$ cat config.mk
export PLATFORM = sky130hd
export DESIGN_NAME = fifo_read_scheduler
export DESIGN_NICKNAME = d
export VERILOG_FILES = /design/src/rtl/fifo_read_scheduler.sv
export SDC_FILE = /design/constraint.sdc
export NUM_CORES = 1
export LEC_CHECK = 0
export CORE_MARGIN = 2
export CORE_UTILIZATION = 32
export DETAILED_ROUTE_END_ITERATION = 8
export PLACE_DENSITY_LB_ADDON = 0.05
export SLEW_MARGIN = 40
export SYNTH_ARGS = -nofsm -noshare
export SYNTH_HDL_FRONTEND = slang
export SYNTH_SLANG_ARGS = --single-unit
$ cat constraint.sdc
create_clock -name BUS_CLK -period 9.5 [get_ports BUS_CLK]
set_clock_uncertainty 0.15 [all_clocks]
set_input_delay 2.375 -clock BUS_CLK [delete_from_list [all_inputs] [get_ports BUS_CLK]]
set_output_delay 2.375 -clock BUS_CLK [all_outputs]
set_load 0.02 [all_outputs]
$ cat src/rtl/fifo_read_scheduler.sv
// fifo_read_scheduler: shares the out_fifo write port between N FWFT source FIFOs (src0 = TLU, 1..N-1 = FE).
// Optional build macro SCHED_STATS_EN adds STAT_CLEAR / STAT_COUNT per-source word counters.
module fifo_read_scheduler #(
    parameter int N         = 5,
    parameter int BURST_LEN = 16
) (
    input  logic              BUS_CLK,
    input  logic              BUS_RST,
    input  logic [N-1:0]      SRC_EMPTY,
    input  logic [32*N-1:0]   SRC_DATA,
    output logic [N-1:0]      SRC_READ,
    input  logic [N-1:0]      SRC_ENABLE,
    input  logic              PREEMPT_REQ,
    input  logic              OUT_READ_NEXT,
    output logic              OUT_EMPTY,
    output logic [31:0]       OUT_DATA,
    output logic [N-1:0]      GRANT,
`ifdef SCHED_STATS_EN
    input  logic              STAT_CLEAR,
    output logic [16*N-1:0]   STAT_COUNT,
`endif
    output logic              READ_ERR
);
    localparam int PW = $clog2(N);
    localparam int SW = PW + 1;
    localparam logic [PW-1:0] RR_FIRST = PW'(1);
    localparam logic [PW-1:0] RR_LAST  = PW'(N - 1);
    localparam logic [N-1:0]  GRANT_SRC0 = {{(N-1){1'b0}}, 1'b1};

    typedef enum logic [0:0] {
        ST_IDLE = 1'b0,
        ST_BUSY = 1'b1
    } state_t;

    state_t        state_r, state_s;
    logic [N-1:0]  grant_r, grant_s;
    logic [7:0]    burst_cnt_r, burst_cnt_s;
    logic [PW-1:0] rr_ptr_r, rr_ptr_s;
    logic          read_err_r;
    logic [N-1:0]  elig_s;
    logic          xfer_s;
    logic [PW-1:0] fe_pick_s, cand_s;
    logic [SW-1:0] sum_s;
    logic          fe_found_s;

    assign elig_s    = ~SRC_EMPTY & SRC_ENABLE;
    assign OUT_EMPTY = ~|(grant_r & elig_s);
    assign xfer_s    = OUT_READ_NEXT & ~OUT_EMPTY;
    assign SRC_READ  = grant_r & {N{xfer_s}};
    assign GRANT     = grant_r;
    assign READ_ERR  = read_err_r;

    // Output data mux: zero when nothing is granted.
    always_comb begin
        OUT_DATA = 32'h0000_0000;
        for (int i = 0; i < N; i++) begin
            if (grant_r[i]) begin
                OUT_DATA = OUT_DATA | SRC_DATA[32*i +: 32];
            end else begin
                OUT_DATA = OUT_DATA;
            end
        end
    end

    // Round-robin search over FE sources, starting at the pointer and wrapping N-1 -> 1.
    always_comb begin
        fe_pick_s  = RR_FIRST;
        fe_found_s = 1'b0;
        sum_s      = '0;
        cand_s     = RR_FIRST;
        for (int k = 0; k < N - 1; k++) begin
            sum_s = {1'b0, rr_ptr_r} + SW'(k);
            if (sum_s >= SW'(N)) begin
                cand_s = PW'(sum_s - SW'(N - 1));
            end else begin
                cand_s = PW'(sum_s);
            end
            if (!fe_found_s && elig_s[cand_s]) begin
                fe_found_s = 1'b1;
                fe_pick_s  = cand_s;
            end else begin
                fe_found_s = fe_found_s;
            end
        end
    end

    // Next-state logic: grant selection in IDLE, burst accounting and release in BUSY.
    always_comb begin
        state_s     = state_r;
        grant_s     = grant_r;
        burst_cnt_s = burst_cnt_r;
        rr_ptr_s    = rr_ptr_r;
        case (state_r)
            ST_IDLE: begin
                burst_cnt_s = 8'd0;
                if (elig_s[0]) begin
                    grant_s = GRANT_SRC0;
                    state_s = ST_BUSY;
                end else if (fe_found_s) begin
                    grant_s  = GRANT_SRC0 << fe_pick_s;
                    rr_ptr_s = (fe_pick_s == RR_LAST) ? RR_FIRST : fe_pick_s + RR_FIRST;
                    state_s  = ST_BUSY;
                end else begin
                    grant_s = '0;
                    state_s = ST_IDLE;
                end
            end
            ST_BUSY: begin
                burst_cnt_s = burst_cnt_r + {7'd0, xfer_s};
                // Preemption and burst limit only apply to FE grants; the TLU is held until empty.
                if (OUT_EMPTY) begin
                    grant_s = '0;
                    state_s = ST_IDLE;
                end else if (!grant_r[0] &&
                             ((burst_cnt_s == 8'(BURST_LEN)) || (PREEMPT_REQ && elig_s[0]))) begin
                    grant_s = '0;
                    state_s = ST_IDLE;
                end else begin
                    grant_s = grant_r;
                    state_s = ST_BUSY;
                end
            end
            default: begin
                grant_s = '0;
                state_s = ST_IDLE;
            end
        endcase
    end

    // State, grant, burst counter, RR pointer and read-error registers.
    always_ff @(posedge BUS_CLK) begin
        if (BUS_RST) begin
            state_r     <= ST_IDLE;
            grant_r     <= '0;
            burst_cnt_r <= 8'd0;
            rr_ptr_r    <= RR_FIRST;
            read_err_r  <= 1'b0;
        end else begin
            state_r     <= state_s;
            grant_r     <= grant_s;
            burst_cnt_r <= burst_cnt_s;
            rr_ptr_r    <= rr_ptr_s;
            read_err_r  <= OUT_READ_NEXT & OUT_EMPTY;
        end
    end

`ifdef SCHED_STATS_EN
    logic [16*N-1:0] stat_cnt_r;

    // Saturating per-source word counters; clear wins over a coincident read.
    always_ff @(posedge BUS_CLK) begin
        for (int i = 0; i < N; i++) begin
            if (BUS_RST || STAT_CLEAR) begin
                stat_cnt_r[16*i +: 16] <= 16'h0000;
            end else if (SRC_READ[i] && (stat_cnt_r[16*i +: 16] != 16'hFFFF)) begin
                stat_cnt_r[16*i +: 16] <= stat_cnt_r[16*i +: 16] + 16'd1;
            end else begin
                stat_cnt_r[16*i +: 16] <= stat_cnt_r[16*i +: 16];
            end
        end
    end

    assign STAT_COUNT = stat_cnt_r;
`endif

endmodule

==> results.md, run 1 <==
- Top fanout value on the critical path: 10
- First-pass GRT wire length: 16.02 mm
- ANT cells: 0
- Hold_buf cts: 0
- Initial antenna violation count: 0
- Setup Fix Bufs, Post-CTS: 0
- Number of global-route vias before repair: 3,190
- Cell Rows: 29
- Post-synth cell types: 46
- Slew at the pin closest to its max-slew limit: 0.7006 ns
- Post-Syn Instances: 282
- CP Class: input pin to output port
- Yosys top cell area share: 0.1678
- H-tree Lvls: 1
- Worst-case clock buffer depth: 2
- Congestion Overflow GR: 0
- Post-DR vias/cell: 5.706
- Final Util: 0.6844
- TritonCTS Buffers: 3
- Fin. Hold Viols: 0
- Drt total wl: 10.71 mm
- Critical path's most frequent cell: clkdlybuf4s50_1
- Fmax: 0.1414 GHz
- Buffers on Ports: 217
- Sequence of cells on the critical path: clkdlybuf4s50_1 -> nor2b_1 -> a32oi_1 -> nand2_1 -> and3_1 -> clkdlybuf4s50_1
- Die area: 7381 µm²
- CTS sink cnt: 18
- MaxCap Viol Count: 0
- Layout cells sized above 1: 0.02703
- Top cells by area, synth: dfxtp_1, a222oi_1, a22oi_1, nand2_1, ha_1
- Nets@finish: 669
- Final Cycle Share: 0.7447
- Clk_lat worst skew: 0.25 ns
- Pwr Density: 182.3 nW/µm²
- GR peak layer: met2
- Most frequent cells in the layout: clkdlybuf4s50_1, nand2_1, a222oi_1, a22oi_1, dfxtp_1
- Die Wd: 85.91 µm
- # IOs: 218
- Hold path depth: 2
- Top FF cell, synth: dfxtp_1
- GRT Total Usage: 0.2709
- Hold Crit Start: burst_cnt_r[6]$_SDFF_PP0_
- CP max-delay cell: clkdlybuf4s50_1
- Power after layout: 801.2 µW
- Outcome: finished, final reports clean
- DRC viols: 0
- Die Span Y: 85.91 µm
- Worst r2r path cells: 13
- Setup TNS: 0 ns
- Met3 usage in global routing: 0.04620
- Fin. max-slew vios: 0
- Async set-or-reset flop fraction in the synthesized netlist: 0
- Number of synthesized flops with an enable pin: 0
- Placeable core area: 6422 µm²
- DR vias: 3,184
- Maximum VDD drop: 0.1007 mV
- Register area share after synthesis: 0.1678
- Crit path from: SRC_ENABLE[0]
- Synth warn: 0
- Critical Path RT: 6.98 ns
- Routed WL per cell: 19.20 µm
- CTS tree: built
- Critical Path End Type: output port
- Met1 Usage GRT: 0.3057
- Post-CTS sizing: 0
- Min Tclk post-route: 7.074 ns
- Initial drt markers: 266
- Pre-antenna DRT Iters: 5
- Critical Path AT: 4.55 ns
- Mapped cell area: 2147 µm²
- CTS Root Cell: clkbuf_8
- CP max stage delay: 0.62 ns
- GPL Wtd Cong: 0.9230
- Synthesized flop and latch total: 18
- Most common cell after layout, fill and taps aside: clkdlybuf4s50_1
- Post-synth top area cell: dfxtp_1
- Leak pwr: 1.737 nW
- Hold Crit Class: register to register
- Clk slew on worst S/H paths: 0.07 ns
- RSZ-0062 raised after global routing: false
- Syn nets: 468
- CP Launch Type: input pin
- R2r startpoint: GRANT[2]$_SDFFE_PP0P_
- Area growth from synthesis to layout: 104.7%
- Hpwl dp: 8.513 mm
- Critical path depth in cells: 6
- Syn avg cell area: 7.614 µm²
- Headroom to the max-slew limit: 0.5323
- Worst path top cell family by delay: buffers and inverters
- Largest net degree at the start of global routing: 38
- Initial Utilization: 0.3343
- Detail Route Antenna Nets: 0
- Finish-stage setup viols: 0
- CP bufs+invs: 2
- Met2 usage: 0.5144
==> cells by family (layout without fill, tap and decap cells) <==
logic type | Yosys count | after routing | share of synthesized area
simple gates | 104 | 104 | 0.2506
buf+inv | 35 | 234 | 0.06177
flops | 18 | 18 | 0.1678
mux | 11 | 11 | 0.05828
xor+xnor | 6 | 6 | 0.02448
fa+ha+maj | 12 | 12 | 0.06993
compound gates | 96 | 96 | 0.3671
==> tightest hold or removal path, cell delays in order, from the launching register on <==
cell and delay [ns]:
dfxtp_1 0.34, o21ai_0 0.08, a21oi_1 0.06
==> per-stage QoR <==
step                area (µm²)  cells  setup slack (ns)  hold WS [ns]
floorplan                 2147    282             3.693        0.3169
global placement          4354    555             2.549        0.3433
detailed placement        4354    555             2.480        0.3670
CTS                       4395    558             2.462        0.3766
global route              4395    558             2.330        0.4240
finish                    4395    558             2.426        0.3835
==> path summary, 6_finish.rpt <==
check / slack [ns] / end
min reg2reg: 0.38 / burst_cnt_r[6]$_SDFF_PP0_
max reg2reg: 5.66 / GRANT[1]$_SDFFE_PP0P_
min: 0.38 / burst_cnt_r[6]$_SDFF_PP0_
max: 2.43 / SRC_READ[3]
==> state kept, by name, summed over array words and instances, names as in the netlist <==
register,flops
rr_ptr_r,3
state_r,1
GRANT,5
burst_cnt_r,8
READ_ERR,1
==> metal layers <==
layer  vias to the layer above  part of all wire
li1                       1530                 -
met1                      1479              0.38
met2                       159              0.52
met3                        16             0.079
met4                         0             0.017
met5                         -                 0
==> synth_stat cells (4+ instances only) <==
master,number
nor2_1,13
ha_1,12
clkbuf_1,25
xor2_1,4
a21oi_1,6
nor3_1,4
mux2i_1,8
o21ai_0,7
dfxtp_1,18
a22o_1,4
a222oi_1,33
nor2b_1,4
a22oi_1,32
and3_1,10
nor3b_1,7
nand2b_1,4
nand2_1,41
and2_1,6
inv_1,9
==> layout make-up <==
type                    instances  area, µm²
clock buffers                   3      41.29
fillers                       538       2027
inverters                       9      33.78
multi-input cells             229       1654
flip-flops and latches         18      360.3
well taps                      77      96.34
repair buffers                222       2210
==> where the power goes <==
part / internal (mW) / leakage [nW] / switching, mW
logic: 0.316 / 1.57 / 0.317
registers: 0.0879 / 0.146 / 0.0281
clock network: 0.0282 / 0.0216 / 0.0244
total: 0.432 / 1.74 / 0.369
Note: power is estimated with default switching activity, not from simulation.
==> run 2, diff against run 1 <==
--- a/config.mk
+++ b/config.mk
@@ -6,7 +6,7 @@
 export NUM_CORES = 1
 export LEC_CHECK = 0
 export CORE_MARGIN = 2
-export CORE_UTILIZATION = 32
+export CORE_UTILIZATION = 27
 export DETAILED_ROUTE_END_ITERATION = 8
 export PLACE_DENSITY_LB_ADDON = 0.05
 export SLEW_MARGIN = 40
==> constraint.sdc (replaced) <==
create_clock -name BUS_CLK -period 5.8 [get_ports BUS_CLK]
set_clock_uncertainty 0.15 [all_clocks]
set_input_delay 1.45 -clock BUS_CLK [delete_from_list [all_inputs] [get_ports BUS_CLK]]
set_output_delay 1.45 -clock BUS_CLK [all_outputs]
set_load 0.02 [all_outputs]
==> run 2 against run 1 <==
- final cell count rose by 4.8%
- clock power rose by 94%
- first-iteration DRC count fell by 7.1%
- via count fell by 0.97%
- setup slack got worse by 1.7 ns
- sequential power rose by 66%
- final area rose by 1.2%
==> results.md, run 2 (synthesis gave the netlist of run 1 again) <==
- Cell Rows: 32 (+10%)
- Headroom to the max-slew limit: 0.6392 (+0.1070)
- Critical Path End Type: output port
- ANT cells: 0 (unchanged)
- Nets@finish: 670 (+0.15%)
- Post-CTS sizing: 0 (unchanged)
- Hold_buf cts: 0 (unchanged)
- Area growth from synthesis to layout: 107.2%
- Pre-antenna DRT Iters: 6 (+1)
- CP Launch Type: input pin
- Number of global-route vias before repair: 3,158 (-1.0%)
- Crit path from: SRC_ENABLE[2]
- GPL Wtd Cong: 0.8868 (-3.9%)
- CP Class: input pin to output port
- Placed Area: 4393 µm² (+0.89%)
- Drt total wl: 11.00 mm (+2.7%)
- Critical Path AT: 3.48 ns (-1.07 ns)
- R2r startpoint: rr_ptr_r[0]$_SDFFE_PP1P_
- Initial antenna violation count: 0 (unchanged)
- Hold Crit Class: register to register
- Detail Route Antenna Nets: 0 (unchanged)
- First-pass GRT wire length: 16.13 mm (+0.65%)
- Max reg flops: 8 (unchanged)
- CTS Root Cell: clkbuf_8
- Most common cell after layout, fill and taps aside: clkdlybuf4s50_1
- Clk slew on worst S/H paths: 0.07 ns (about the same)
- Placeable core area: 7727 µm² (+20%)
- Power after layout: 1.339 mW (+67%)
- Setup TNS: 0 ns (unchanged)
- Buffers on Ports: 217 (unchanged)
- H-tree Lvls: 1 (unchanged)
- DR vias: 3,153 (-0.97%)
- R2r endpoint: rr_ptr_r[2]$_SDFFE_PP0P_
- Die Span Y: 93.18 µm (+8.5%)
- Largest net degree at the start of global routing: 36 (-5.3%)
- GRT Total Usage: 0.2325 (-0.03848)
- Fin. max-slew vios: 0 (unchanged)
- Initial drt markers: 247 (-7.1%)
- DRC viols: 0 (unchanged)
- Fmax: 0.1968 GHz
- Finish-stage setup viols: 0 (unchanged)
- Maximum VDD drop: 0.1384 mV (+38%)
- Worst r2r path cells: 11 (-2)
- TritonCTS Buffers: 3 (unchanged)
- Hpwl dp: 8.723 mm (+2.5%)
- Slew at the pin closest to its max-slew limit: 0.5404 ns (-0.1602 ns)
- CTS tree: built
- Pwr Density: 301.0 nW/µm² (+65%)
- Initial Utilization: 0.2778 (-0.05646)
- R2r setup slk: 2.14 ns (-3.52 ns)
- Layout cells sized above 1: 0.03106 (+0.004029)
- Setup Fix Bufs, Post-CTS: 0 (unchanged)
- Clk_lat worst skew: 0.25 ns (about the same)
- Critical Path Sink: SRC_READ[4]
- Min Tclk post-route: 5.081 ns
- Fin. Hold Viols: 0 (unchanged)
- Die area: 8682 µm² (+18%)
- Critical Path RT: 4.20 ns (-2.78 ns)
- Leak pwr: 1.749 nW (+0.71%)
- RSZ-0062 raised after global routing: false
- CTS sink cnt: 18 (unchanged)
- Die Wd: 93.18 µm (+8.5%)
- Congestion Overflow GR: 0 (unchanged)
- Final Cycle Share: 0.8760
- Routed WL per cell: 18.80 µm (-2.1%)
- # IOs: 218 (unchanged)
- Fin area: 4448 µm² (+1.2%)
- Largest Register: burst_cnt_r
- Worst-case clock buffer depth: 2 (unchanged)
- Post-DR vias/cell: 5.390 (-5.5%)
- MaxCap Viol Count: 0 (unchanged)
- Top fanout value on the critical path: 10 (unchanged)
- Outcome: finished, final reports clean
- Most frequent cells in the layout: clkdlybuf4s50_1, nand2_1, a222oi_1, a22oi_1, dfxtp_1
[run 2: cell type report]
class / count / area [µm²]
fillers: 703 / 3279
repair buffers: 223 / 2217
multi-input cells: 229 / 1654
flip-flops and latches: 18 / 360.3
well taps: 102 / 127.6
clock buffers: 4 / 55.05
inverters: 9 / 33.78
[run 2: through the flow]
stage	setup slack [ns]	instances	utilization	hold slack, ns
global route	0.5663	585	0.5756	0.4262
CTS	0.7165	585	0.5756	0.3802
finish	0.7190	585	0.5756	0.3878
global placement	0.7563	581	0.5685	0.3501
floorplan	1.843	282	-	0.3169
detailed placement	0.7147	581	0.5685	0.3673
[run 2: worst min-delay path by stage]
stage | start | endpoint | depth (start not counted) | slack [ns]
final | burst_cnt_r[6]$_SDFF_PP0_ | burst_cnt_r[6]$_SDFF_PP0_ | 2 | 0.39
after global routing | burst_cnt_r[6]$_SDFF_PP0_ | burst_cnt_r[6]$_SDFF_PP0_ | 2 | 0.43
after CTS | burst_cnt_r[6]$_SDFF_PP0_ | burst_cnt_r[6]$_SDFF_PP0_ | 2 | 0.38
after detailed placement | burst_cnt_r[6]$_SDFF_PP0_ | burst_cnt_r[6]$_SDFF_PP0_ | 2 | 0.37
after global placement | burst_cnt_r[6]$_SDFF_PP0_ | burst_cnt_r[6]$_SDFF_PP0_ | 2 | 0.35
after floorplan | burst_cnt_r[6]$_SDFF_PP0_ | burst_cnt_r[6]$_SDFF_PP0_ | 2 | 0.32
[run 2: power by group]
part	switching (mW)	internal, mW	leakage, nW
logic	0.526	0.519	1.57
clock network	0.0417	0.0602	0.0288
registers	0.0483	0.144	0.146
total	0.616	0.723	1.75
[run 2: metal layers]
layer / vias up / global-route usage / routed length, µm
li1: 1527 / - / -
met1: 1461 / 0.2711 / 4134
met2: 155 / 0.4414 / 5718
met3: 10 / 0.05399 / 1018
met4: 0 / 0.02819 / 125
met5: - / 0 / 0
[run 2: worst max-delay path: stages]
cell	delay, ns
clkdlybuf4s50_1	0.40
nor2b_1	0.15
a222oi_1	0.33
nand2_1	0.31
and3_1	0.30
clkdlybuf4s50_1	0.54
==> run 3, diff against run 2 <==
--- a/config.mk
+++ b/config.mk
@@ -13,3 +13,4 @@
 export SYNTH_ARGS = -nofsm -noshare
 export SYNTH_HDL_FRONTEND = slang
 export SYNTH_SLANG_ARGS = --single-unit
+export TNS_END_PERCENT = 30
==> results of run 3 <==
Final layout, timing and power as in run 2 (identical DEF).
